### config.mk
export PLATFORM = sky130hd
export DESIGN_NAME = pipe_skid_reg
export DESIGN_NICKNAME = d
export VERILOG_FILES = /design/src/rtl/pipe_skid_reg.sv
export SDC_FILE = /design/constraint.sdc
export NUM_CORES = 1
export LEC_CHECK = 0
export ABC_AREA = 1
export CAP_MARGIN = 5
export CORE_MARGIN = 8
export CORE_UTILIZATION = 55
export CTS_CLUSTER_SIZE = 16
export DETAILED_ROUTE_END_ITERATION = 12
export PLACE_DENSITY = 0.9
export SLEW_MARGIN = 20
export SYNTH_ARGS = -nofsm -noshare
export SYNTH_HDL_FRONTEND = slang
export SYNTH_SLANG_ARGS = --single-unit
### constraint.sdc
create_clock -name clk -period 19.9 [get_ports clk]
set_clock_uncertainty 0.1 [all_clocks]
set_input_delay 5.97 -clock clk [delete_from_list [all_inputs] [get_ports clk]]
set_output_delay 5.97 -clock clk [all_outputs]
set_load 0.03 [all_outputs]
### src/rtl/pipe_skid_reg.sv
// Elastic pipeline stage register with valid/ready handshake, optional 2-entry skid
// buffer, synchronous flush (bubble insertion) and a saturating stall counter.
module pipe_skid_reg #(
  parameter int unsigned        DATA_W    = 104,
  parameter logic [DATA_W-1:0]  RESET_VAL = '0,
  parameter bit                 SKID      = 1'b1,
  parameter int unsigned        CNT_W     = 16
) (
  input  logic              clk,
  input  logic              reset,
  input  logic              flush,
  input  logic              in_valid,
  output logic              in_ready,
  input  logic [DATA_W-1:0] in_data,
  output logic              out_valid,
  input  logic              out_ready,
  output logic [DATA_W-1:0] out_data,
  output logic [CNT_W-1:0]  stall_cnt
);

  typedef enum logic [1:0] {
    EMPTY = 2'd0,
    BUSY  = 2'd1,
    FULL  = 2'd2
  } stateT;

  stateT             state;
  stateT             nextState;
  logic [DATA_W-1:0] mainReg;
  logic [DATA_W-1:0] skidReg;
  logic              loadMain;
  logic              loadSkid;
  logic              mainFromSkid;

  always_ff @(posedge clk or posedge reset) begin
    if (reset) begin
      state <= EMPTY;
    end else begin
      state <= nextState;
    end
  end

  // FULL is reachable only with SKID=1; in pass mode BUSY holds instead.
  always_comb begin
    nextState    = state;
    loadMain     = 1'b0;
    loadSkid     = 1'b0;
    mainFromSkid = 1'b0;
    if (flush) begin
      nextState = EMPTY;
    end else begin
      case (state)
        EMPTY: begin
          if (in_valid) begin
            nextState = BUSY;
            loadMain  = 1'b1;
          end
        end
        BUSY: begin
          if (in_valid && out_ready) begin
            loadMain = 1'b1;
          end else if (in_valid && SKID) begin
            nextState = FULL;
            loadSkid  = 1'b1;
          end else if (!in_valid && out_ready) begin
            nextState = EMPTY;
          end
        end
        FULL: begin
          if (out_ready) begin
            nextState    = BUSY;
            mainFromSkid = 1'b1;
          end
        end
        default: nextState = EMPTY;
      endcase
    end
  end

  // Skid mode keeps in_ready a pure function of state: no out_ready->in_ready path.
  always_comb begin
    out_valid = (state != EMPTY);
    if (SKID) begin
      in_ready = (state != FULL);
    end else begin
      in_ready = (state == EMPTY) || out_ready;
    end
  end

  always_ff @(posedge clk or posedge reset) begin
    if (reset) begin
      mainReg <= RESET_VAL;
      skidReg <= RESET_VAL;
    end else if (flush) begin
      mainReg <= RESET_VAL;
      skidReg <= RESET_VAL;
    end else begin
      if (loadMain) begin
        mainReg <= in_data;
      end else if (mainFromSkid) begin
        mainReg <= skidReg;
      end
      if (loadSkid) begin
        skidReg <= in_data;
      end
    end
  end

  assign out_data = mainReg;

  always_ff @(posedge clk or posedge reset) begin
    if (reset) begin
      stall_cnt <= '0;
    end else if (out_valid && !out_ready && (stall_cnt != '1)) begin
      stall_cnt <= stall_cnt + CNT_W'(1);
    end
  end

endmodule

==> results of run 1 <==
## critical path, cell delays in order
cell and delay [ns]:
sky130_fd_sc_hd__clkdlybuf4s50_1 0.52, sky130_fd_sc_hd__clkinv_2 0.45, sky130_fd_sc_hd__buf_4 0.78, sky130_fd_sc_hd__nand2_8 0.67, sky130_fd_sc_hd__nand3_1 0.30, sky130_fd_sc_hd__o21ai_0 0.14
## per-stage QoR
| stage | instance area, µm² | setup WS [ns] | power, mW | instances |
|---|---|---|---|---|
| after floorplan | 10200 | 7.64 | 0.673 | 1189 |
| after global placement | 12400 | 10.80 | 0.762 | 1573 |
| after detailed placement | 12400 | 10.63 | 0.772 | 1573 |
| after CTS | 13300 | 11.13 | 1.26 | 1617 |
| after global routing | 13300 | 10.86 | 1.31 | 1619 |
| final | 13300 | 11.04 | 1.25 | 1619 |
## worst max-delay path by stage
stage | from | end | slack (ns) | depth (start not counted)
after global routing | flush | skidReg[6] | 10.86 | 6
final | flush | skidReg[34] | 11.04 | 6
after detailed placement | flush | skidReg[66] | 10.63 | 6
after global placement | flush | skidReg[25] | 10.80 | 5
after CTS | flush | skidReg[74] | 11.13 | 5
after floorplan | reset | out_data[0] | 7.64 | 1
## cell type report
| class | count | area [µm²] | share of cell area (%) |
|---|---|---|---|
| flip-flops and latches | 226 | 5660 | 42.4 |
| multi-input cells | 658 | 3310 | 24.8 |
| repair buffers | 236 | 2370 | 17.8 |
| inverters | 225 | 856 | 6.41 |
| clock buffers | 32 | 702 | 5.26 |
| well taps | 229 | 287 | 2.15 |
| clock inverters | 12 | 169 | 1.27 |
| diodes | 1 | 2.50 | 0.0187 |
## power breakdown
part | switching [mW] | internal (mW) | total (mW)
combinational | 0.151 | 0.0940 | 0.245
clock | 0.186 | 0.300 | 0.486
sequential | 0.0230 | 0.500 | 0.523
total | 0.360 | 0.894 | 1.25
## routing by layer
metal	up-vias	part of all wire (%)	track usage [%]
li1	4266	-	-
met1	4391	38	28.9
met2	418	50	40.3
met3	74	8.4	6.01
met4	2	3.5	9.19
met5	-	0.046	0
## registers in the layout (all words and copies together), names as in the netlist
signal	flops
out_data	104
state	2
stall_cnt	16
skidReg	104
## logic make-up after synthesis
logic type,share of synthesized area [%]
AO/OA/AOI/OAI,17.3
XOR/XNOR,0.603
adder cells (fa/ha/maj),0.123
buffers and inverters,12.3
AND/OR/NAND/NOR,14.0
flip-flops,55.7
## synth_stat cells
cell type                  number  area share (%)
sky130_fd_sc_hd__buf_1          4            0.15
sky130_fd_sc_hd__buf_6          3            0.33
sky130_fd_sc_hd__nand2_4        1            0.11
sky130_fd_sc_hd__nor2_8         1            0.20
sky130_fd_sc_hd__a21oi_1        2           0.099
sky130_fd_sc_hd__o211ai_1       1           0.074
sky130_fd_sc_hd__buf_4         12            0.89
sky130_fd_sc_hd__xnor2_1        6            0.52
sky130_fd_sc_hd__nand3_1      111             5.5
sky130_fd_sc_hd__nor2_4         1            0.11
sky130_fd_sc_hd__o22ai_1      103             6.3
sky130_fd_sc_hd__o21ai_1       58             2.9
sky130_fd_sc_hd__xor2_1         1           0.086
sky130_fd_sc_hd__nand2_1      183             6.8
sky130_fd_sc_hd__ha_1           1            0.12
sky130_fd_sc_hd__nand4_1        5            0.31
sky130_fd_sc_hd__dfrtp_1      226              56
sky130_fd_sc_hd__nand3_2        1           0.099
sky130_fd_sc_hd__buf_2         29             1.4
sky130_fd_sc_hd__clkbuf_1      32             1.2
sky130_fd_sc_hd__inv_1        221             8.2
sky130_fd_sc_hd__nor2_1        22            0.81
sky130_fd_sc_hd__o21ai_4        1            0.16
sky130_fd_sc_hd__inv_2          3            0.11
sky130_fd_sc_hd__inv_4          1           0.062
sky130_fd_sc_hd__nand2_2        3            0.18
sky130_fd_sc_hd__o21ai_0      157             7.7
## cells in the final DEF (no fill, tap or decap), drive strengths merged
cell type / netlist / layout
xnor2: 6 / 6
inv: 225 / 225
clkinvlp: 0 / 2
o211ai: 1 / 1
nor2: 24 / 24
a21oi: 2 / 2
o21ai: 216 / 216
o22ai: 103 / 103
xor2: 1 / 1
nand3: 112 / 112
bufinv: 0 / 4
clkbuf: 32 / 32
diode: 0 / 1
ha: 1 / 1
buf: 48 / 6
nand4: 5 / 5
clkinv: 0 / 6
clkdlybuf4s50: 0 / 230
dfrtp: 226 / 226
nand2: 187 / 187
==> results_dict.tcl, run 1 <==
set metrics [dict create \
    finalSetupTns_ns 0 \
    post_cts.repair.setup_buffers 0 \
    sequential_cell_area_fraction_in_the_yosys_report_pct 55.7 \
    overflow 0 \
    synthesis.nets 1299 \
    via_count 9151 \
    power_per_cell_area_mw_per_mm2 94.0 \
    areaGrowthSynthToFinish_pct 31.3 \
    clk_latency_ns 0.51 \
    die_height_um 152 \
    grt_first_pass_wirelength_um 46600 \
    fp.coreArea_mm2 0.0180 \
    antenna_found_initial 2 \
    drt_iter0_markers 788 \
    cts-resized-gates 0 \
    hold_buffers 0 \
    gp_congestion 0.872 \
    start_kind "primary input" \
    placement.io_buffers 230 \
    initial_utilization_pct 56.4 \
    peakVddDrop_v 0.0000923 \
    reg2reg_setup_slack_ns 16.85 \
    slew_viols_final 0 \
    synth-warning-count 0 \
    rr_startpoint "state[0]" \
    path_clk_slew_ns 0.06 \
    clock_sink_count 226 \
    critical_path_peak_fanout 208 \
    worst_ep_arrival_time_ns 9.09 \
    fraction_of_the_cycle_the_final_worst_path_needs_pct 44.5 \
    layout-drive-gt1-share_pct 4.54 \
    static-leakage-power_nw 6.02 \
    htree_num_levels 1 \
    cts-root-to-sink-buffers 3 \
    setup-violations-final 0 \
    final_standard_cell_utilization_of_the_core_pct 74.1 \
    cts-buffers-inserted 25 \
    placement_rows 49 \
    die_area_mm2 0.0231 \
    synth.ff_latch_count 226 \
    max_slew.worst_pin.slew_ns 1.09 \
    worstReg2RegEnd "out_data[17]" \
    tritoncts_clock_tree "done" \
    fin_hold_viols 0 \
    endpoint_kind "flip-flop" \
    groute.usage.overall_pct 23.9 \
    drt-vias-per-instance 5.65 \
    hold_path.class "reg2reg" \
    maxCapViolCount 0 \
    die_x_um 152 \
    worst_slew_margin_rel_pct 27.6 \
    wl_per_cell_um 17.6 \
    criticalPathCategory "in2reg" \
    clock.fmax_ghz 0.113 \
    ff2ff_path_depth 7 \
    run_status "finished clean" \
    detail_route.drc_violations 0 \
    synth_area_mm2 0.0102 \
    grt_pass1_vias 9046 \
    firstDrtPassIters 5 \
    route.antenna.remaining_nets 0 \
    min_delay_path_depth 2 \
    dpl_wire_length_um 17800 \
    finalHoldWorstSlack_ns 0.435 \
    fillerInstances 1192 \
    root_buffer "sky130_fd_sc_hd__clkbuf_16" \
    whs_endpoint "skidReg[27]" \
    route.final.wire_length_um 28500 \
    timing.critical_path.required_ns 20.13 \
    ys_types 27 \
    syn_area_per_cell_um2 8.55 \
    holdCritStartpoint "skidReg[27]" \
    grt_max_degree 209 \
    layout.nets 1482 \
    floorplan.io_pins 231 \
    grt_setup_unrepaired "false" \
    final_period_minus_worst_setup_slack_ns 8.86 \
    synth_cells 1189 \
]
(Power assumes the default switching activity.)
==> inputs of run 2 (changes only) <==
--- a/config.mk
+++ b/config.mk
@@ -8,10 +8,10 @@
 export ABC_AREA = 1
 export CAP_MARGIN = 5
 export CORE_MARGIN = 8
-export CORE_UTILIZATION = 55
+export CORE_UTILIZATION = 46
 export CTS_CLUSTER_SIZE = 16
 export DETAILED_ROUTE_END_ITERATION = 12
-export PLACE_DENSITY = 0.9
+export PLACE_DENSITY = 0.81
 export SLEW_MARGIN = 20
 export SYNTH_ARGS = -nofsm -noshare
 export SYNTH_HDL_FRONTEND = slang
==> constraint.sdc (replaced) <==
create_clock -name clk -period 7.15 [get_ports clk]
set_clock_uncertainty 0.1 [all_clocks]
set_input_delay 2.145 -clock clk [delete_from_list [all_inputs] [get_ports clk]]
set_output_delay 2.145 -clock clk [all_outputs]
set_load 0.03 [all_outputs]
==> results_dict.tcl, run 2 (synthesis gave the netlist of run 1 again) <==
set metrics [dict create \
    layout_commonest_cell "sky130_fd_sc_hd__clkdlybuf4s50_1" \
    grt_max_degree 209 \
    fin_hold_viols 0 \
    placedInstanceArea_mm2 0.0125 \
    final_cells 1670 \
    path_clk_slew_ns 0.06 \
    groute.usage.overall_pct 19.8 \
    htree_num_levels 1 \
    root_buffer "sky130_fd_sc_hd__clkbuf_16" \
    finalHoldWorstSlack_ns 0.430 \
    tritoncts_clock_tree "done" \
    post_cts.repair.setup_buffers 0 \
    gp_congestion 0.804 \
    final_period_minus_worst_setup_slack_ns 4.59 \
    run_status "finished clean" \
    cts-buffers-inserted 24 \
    detail_route.drc_violations 0 \
    p_total_mw 3.46 \
    place_ws_ns 2.06 \
    firstDrtPassIters 5 \
    final_standard_cell_utilization_of_the_core_pct 61.7 \
    grt_setup_unrepaired "false" \
    slew_viols_final 0 \
    drt_iter0_markers 654 \
    timing.critical_path.required_ns 7.40 \
    hold_buffers 0 \
    layout.nets 1483 \
    floorplan.io_pins 231 \
    layout_common_cells "230 x sky130_fd_sc_hd__clkdlybuf4s50_1, 226 x sky130_fd_sc_hd__dfrtp_1, 220 x sky130_fd_sc_hd__inv_1" \
    fp.coreArea_mm2 0.0218 \
    finish.instance_area_mm2 0.0134 \
    layout-drive-gt1-share_pct 4.46 \
    cpPeakStageDelay_ns 0.71 \
    worst_ep_arrival_time_ns 4.83 \
    total_inserted_antenna_cells 0 \
    hold_path.class "reg2reg" \
    peakVddDrop_v 0.000217 \
    clock_sink_count 226 \
    dpl_wire_length_um 17600 \
    via_count 8905 \
    placement.io_buffers 230 \
    power_per_cell_area_mw_per_mm2 258 \
    maxCapViolCount 0 \
    grt_first_pass_wirelength_um 44100 \
    ff2ff_path_depth 5 \
    route.final.wire_length_um 27600 \
    antenna_found_initial 1 \
    route.antenna.remaining_nets 0 \
    placed_cells_incl_taps 1626 \
    crit_path_max_delay_cell_type "sky130_fd_sc_hd__buf_4" \
    setup-violations-final 0 \
    worst_slew_margin_rel_pct 40.5 \
    wl_per_cell_um 16.5 \
    endpoint_kind "flip-flop" \
    max_slew.worst_pin.slew_ns 0.893 \
    die_area_mm2 0.0271 \
    rr_startpoint "state[0]" \
    static-leakage-power_nw 6.03 \
    die_x_um 165 \
    fillerInstances 1799 \
    min_delay_path_depth 1 \
    critical_path_cell_sequence "clkdlybuf4s50_1 > inv_2 > nand2_1 > nand3_4 > nand3_4 > buf_4 > o22ai_1" \
    crit_path_frequent_cell "sky130_fd_sc_hd__nand3_4" \
    holdCritStartpoint "state[0]" \
    die_height_um 165 \
    initial_utilization_pct 46.7 \
    placement_rows 54 \
    critical_path.top_delay_family "buffers and inverters" \
    criticalPathCategory "in2reg" \
    whs_endpoint "state[0]" \
    cts-root-to-sink-buffers 3 \
    areaGrowthSynthToFinish_pct 32.0 \
    critical_path_peak_fanout 72 \
    reg2reg_setup_slack_ns 4.35 \
    final_critical_path_setup_slack_ns 2.56 \
    fraction_of_the_cycle_the_final_worst_path_needs_pct 64.1 \
    cts-resized-gates 0 \
    start_kind "primary input" \
    drt-vias-per-instance 5.33 \
    overflow 0 \
    grt_pass1_vias 8660 \
    worstReg2RegEnd "out_data[1]" \
    clock.fmax_ghz 0.218 \
    finalSetupTns_ns 0 \
    clk_latency_ns 0.50 \
    path_buf_inv 3 \
]
==> run 2: cell types whose count changed in the layout (fill, tap and decap cells not counted), sizes merged <==
cell,before,now
buf,6,8
clkinv,6,4
inv,225,224
clkbuf,32,34
diode,1,0
==> run 2: how the worst max path moves through the flow <==
stage	start	end	slack (ns)	depth (start not counted)
after floorplan	reset	out_data[0]	1.95	1
after global placement	out_ready	out_data[88]	2.13	7
final	out_ready	out_data[1]	2.56	7
after detailed placement	out_ready	out_data[79]	2.06	7
after CTS	out_ready	out_data[54]	2.59	7
after global routing	out_ready	out_data[83]	2.37	7
==> run 2: final cells by class <==
cell class	count	area [µm²]	area share [%]
Clock buffer	34	709	5.29
Tap cell	280	350	2.61
Inverter	225	853	6.36
Timing Repair Buffer	238	2390	17.8
Multi-Input combinational cell	658	3310	24.6
Clock inverter	9	148	1.10
Sequential cell	226	5660	42.2
==> run 2: report_power, final <==
part / switching, mW / leakage, nW / internal [mW]
combinational: 0.414 / 2.61 / 0.262
sequential: 0.0648 / 3.00 / 1.39
clock: 0.498 / 0.421 / 0.833
total: 0.977 / 6.03 / 2.49
==> run 2: routing by layer <==
layer  track usage (%)  wire length [µm]  vias to the layer above
met5                 0                11                        -
met2              33.0             13300                      319
li1                  -                 -                     4246
met1              25.3             11400                     4286
met3              4.96              2160                       52
met4              5.77               658                        2
==> inputs of run 3 (changes only) <==
==> constraint.sdc (replaced) <==
create_clock -name clk -period 3.9 [get_ports clk]
set_clock_uncertainty 0.1 [all_clocks]
set_input_delay 1.17 -clock clk [delete_from_list [all_inputs] [get_ports clk]]
set_output_delay 1.17 -clock clk [all_outputs]
set_load 0.03 [all_outputs]
==> results_dict.tcl, run 3 (synthesis gave the netlist of run 1 again) <==
set metrics [dict create \
    maxCapViolCount 0 \
    critical_path.top_delay_family "buffers and inverters" \
    worstReg2RegEnd "stall_cnt[15]" \
    grt_first_pass_wirelength_um 45300 \
    start_kind "flip-flop" \
    grt_setup_unrepaired "false" \
    clk_latency_ns 0.50 \
    rr_startpoint "stall_cnt[0]" \
    crit_cells 4 \
    via_count 8863 \
    tritoncts_clock_tree "done" \
    grt_pass1_vias 8767 \
    layout-drive-gt1-share_pct 5.20 \
    cts-root-to-sink-buffers 3 \
    areaGrowthSynthToFinish_pct 32.7 \
    timing.critical_path.required_ns 2.63 \
    finalHoldWorstSlack_ns 0.434 \
    setup-violations-final 0 \
    initial_utilization_pct 46.7 \
    die_height_um 165 \
    max_slew.worst_pin.slew_ns 0.887 \
    slew_viols_final 0 \
    fp.coreArea_mm2 0.0218 \
    worst_ep_arrival_time_ns 1.87 \
    power_per_cell_area_mw_per_mm2 453 \
    drt_iter0_markers 661 \
    antenna_found_initial 1 \
    cts-resized-gates 0 \
    static-leakage-power_nw 6.07 \
    root_buffer "sky130_fd_sc_hd__clkbuf_16" \
    gp_congestion 0.799 \
    layout_commonest_cell "sky130_fd_sc_hd__clkdlybuf4s50_1" \
    startpoint "state[1]" \
    groute.usage.overall_pct 20.3 \
    path_clk_slew_ns 0.06 \
    die_area_mm2 0.0271 \
    dpl_wire_length_um 18900 \
    fraction_of_the_cycle_the_final_worst_path_needs_pct 80.5 \
    worst_slew_margin_rel_pct 40.7 \
    layout_common_cells "230 x sky130_fd_sc_hd__clkdlybuf4s50_1, 226 x sky130_fd_sc_hd__dfrtp_1, 220 x sky130_fd_sc_hd__inv_1" \
    critical_path_cell_sequence "inv_2 > nor2_1 > inv_1 > clkdlybuf4s50_1" \
    ff_latch_area_mm2 0.00566 \
    wl_per_cell_um 16.7 \
    grt_max_degree 129 \
    fin_hold_viols 0 \
    final_standard_cell_utilization_of_the_core_pct 62.0 \
    crit_path_max_delay_cell_type "sky130_fd_sc_hd__clkdlybuf4s50_1" \
    layout.nets 1498 \
    setup.worst_path.end "in_ready" \
    path_buf_inv 3 \
    multi_input_comb_area_mm2 0.00330 \
    post_cts.repair.setup_buffers 0 \
    floorplan.io_pins 231 \
    firstDrtPassIters 5 \
    peakVddDrop_v 0.000320 \
    criticalPathCategory "reg2out" \
    reg2reg_setup_slack_ns 1.78 \
    critical_path_peak_fanout 3 \
    placed_cells_incl_taps 1641 \
    hold_buffers 0 \
    fillerInstances 1822 \
    endpoint_kind "output pin" \
    overflow 0 \
    detail_route.drc_violations 0 \
    ff2ff_path_depth 8 \
    final_cells 1686 \
    cpPeakStageDelay_ns 0.71 \
    drt-vias-per-instance 5.26 \
    run_status "finished clean" \
    route.antenna.remaining_nets 0 \
    placement.io_buffers 230 \
    cts-buffers-inserted 25 \
    htree_num_levels 1 \
    route.final.wire_length_um 28200 \
    p_total_mw 6.10 \
    placement_rows 54 \
    hold_path.class "reg2reg" \
    final_period_minus_worst_setup_slack_ns 3.14 \
    die_x_um 165 \
    clock.fmax_ghz 0.318 \
    clock_sink_count 226 \
    finalSetupTns_ns 0 \
]
==> run 3: changes by cell type in the layout (fill, tap and decap cells not counted) <==
cell,previous run,this run
sky130_fd_sc_hd__buf_4,6,14
sky130_fd_sc_hd__buf_12,1,8
sky130_fd_sc_hd__bufinv_16,4,0
sky130_fd_sc_hd__clkbuf_1,4,8
sky130_fd_sc_hd__buf_16,1,0
sky130_fd_sc_hd__clkinv_2,4,5
sky130_fd_sc_hd__diode_2,0,1
sky130_fd_sc_hd__nand2_4,1,2
sky130_fd_sc_hd__nand2_8,2,1
==> run 3: where the power goes <==
group          switching (mW)  internal (mW)  total (mW)
combinational           0.765          0.498        1.26
clock                   0.897           1.27        2.17
sequential              0.121           2.55        2.67
==> run 3: worst min path at each step <==
stage | from | end | slack, ns | depth (start not counted)
floorplan | state[0] | state[0] | 0.39 | 1
global placement | state[0] | state[0] | 0.41 | 1
detailed placement | skidReg[98] | skidReg[98] | 0.43 | 2
CTS | out_data[92] | out_data[92] | 0.44 | 2
global route | skidReg[70] | skidReg[70] | 0.45 | 2
finish | skidReg[59] | skidReg[59] | 0.43 | 2
==> run 3: worst min-delay path: stages (launching register included) <==
cell and delay [ns]:
sky130_fd_sc_hd__dfrtp_1 0.32, sky130_fd_sc_hd__inv_1 0.04, sky130_fd_sc_hd__o21ai_0 0.14
==> run 3: final cells by class <==
type                    instances  share of cell area, %
clock buffers                  38                   5.37
diodes                          1                 0.0186
repair buffers                252                   19.0
inverters                     225                   6.33
multi-input cells             658                   24.5
flip-flops and latches        226                   41.9
clock inverters                 6                  0.241
well taps                     280                   2.60
==> run 3: layer usage <==
metal	global-route usage (%)	routed length (µm)	vias to the layer above
met5	0	0	-
met4	7.86	955	0
met3	4.34	2050	56
met2	33.3	13700	309
met1	26.0	11500	4231
li1	-	-	4267
==> run 3: metrics by stage <==
| step | setup slack, ns | instance area, µm² |
|---|---|---|
| after global placement | 0.620 | 12700 |
| after detailed placement | 0.581 | 12700 |
| after global routing | 0.673 | 13500 |
| after floorplan | -0.322 | 10200 |
| after CTS | 0.737 | 13500 |
| final | 0.760 | 13500 |
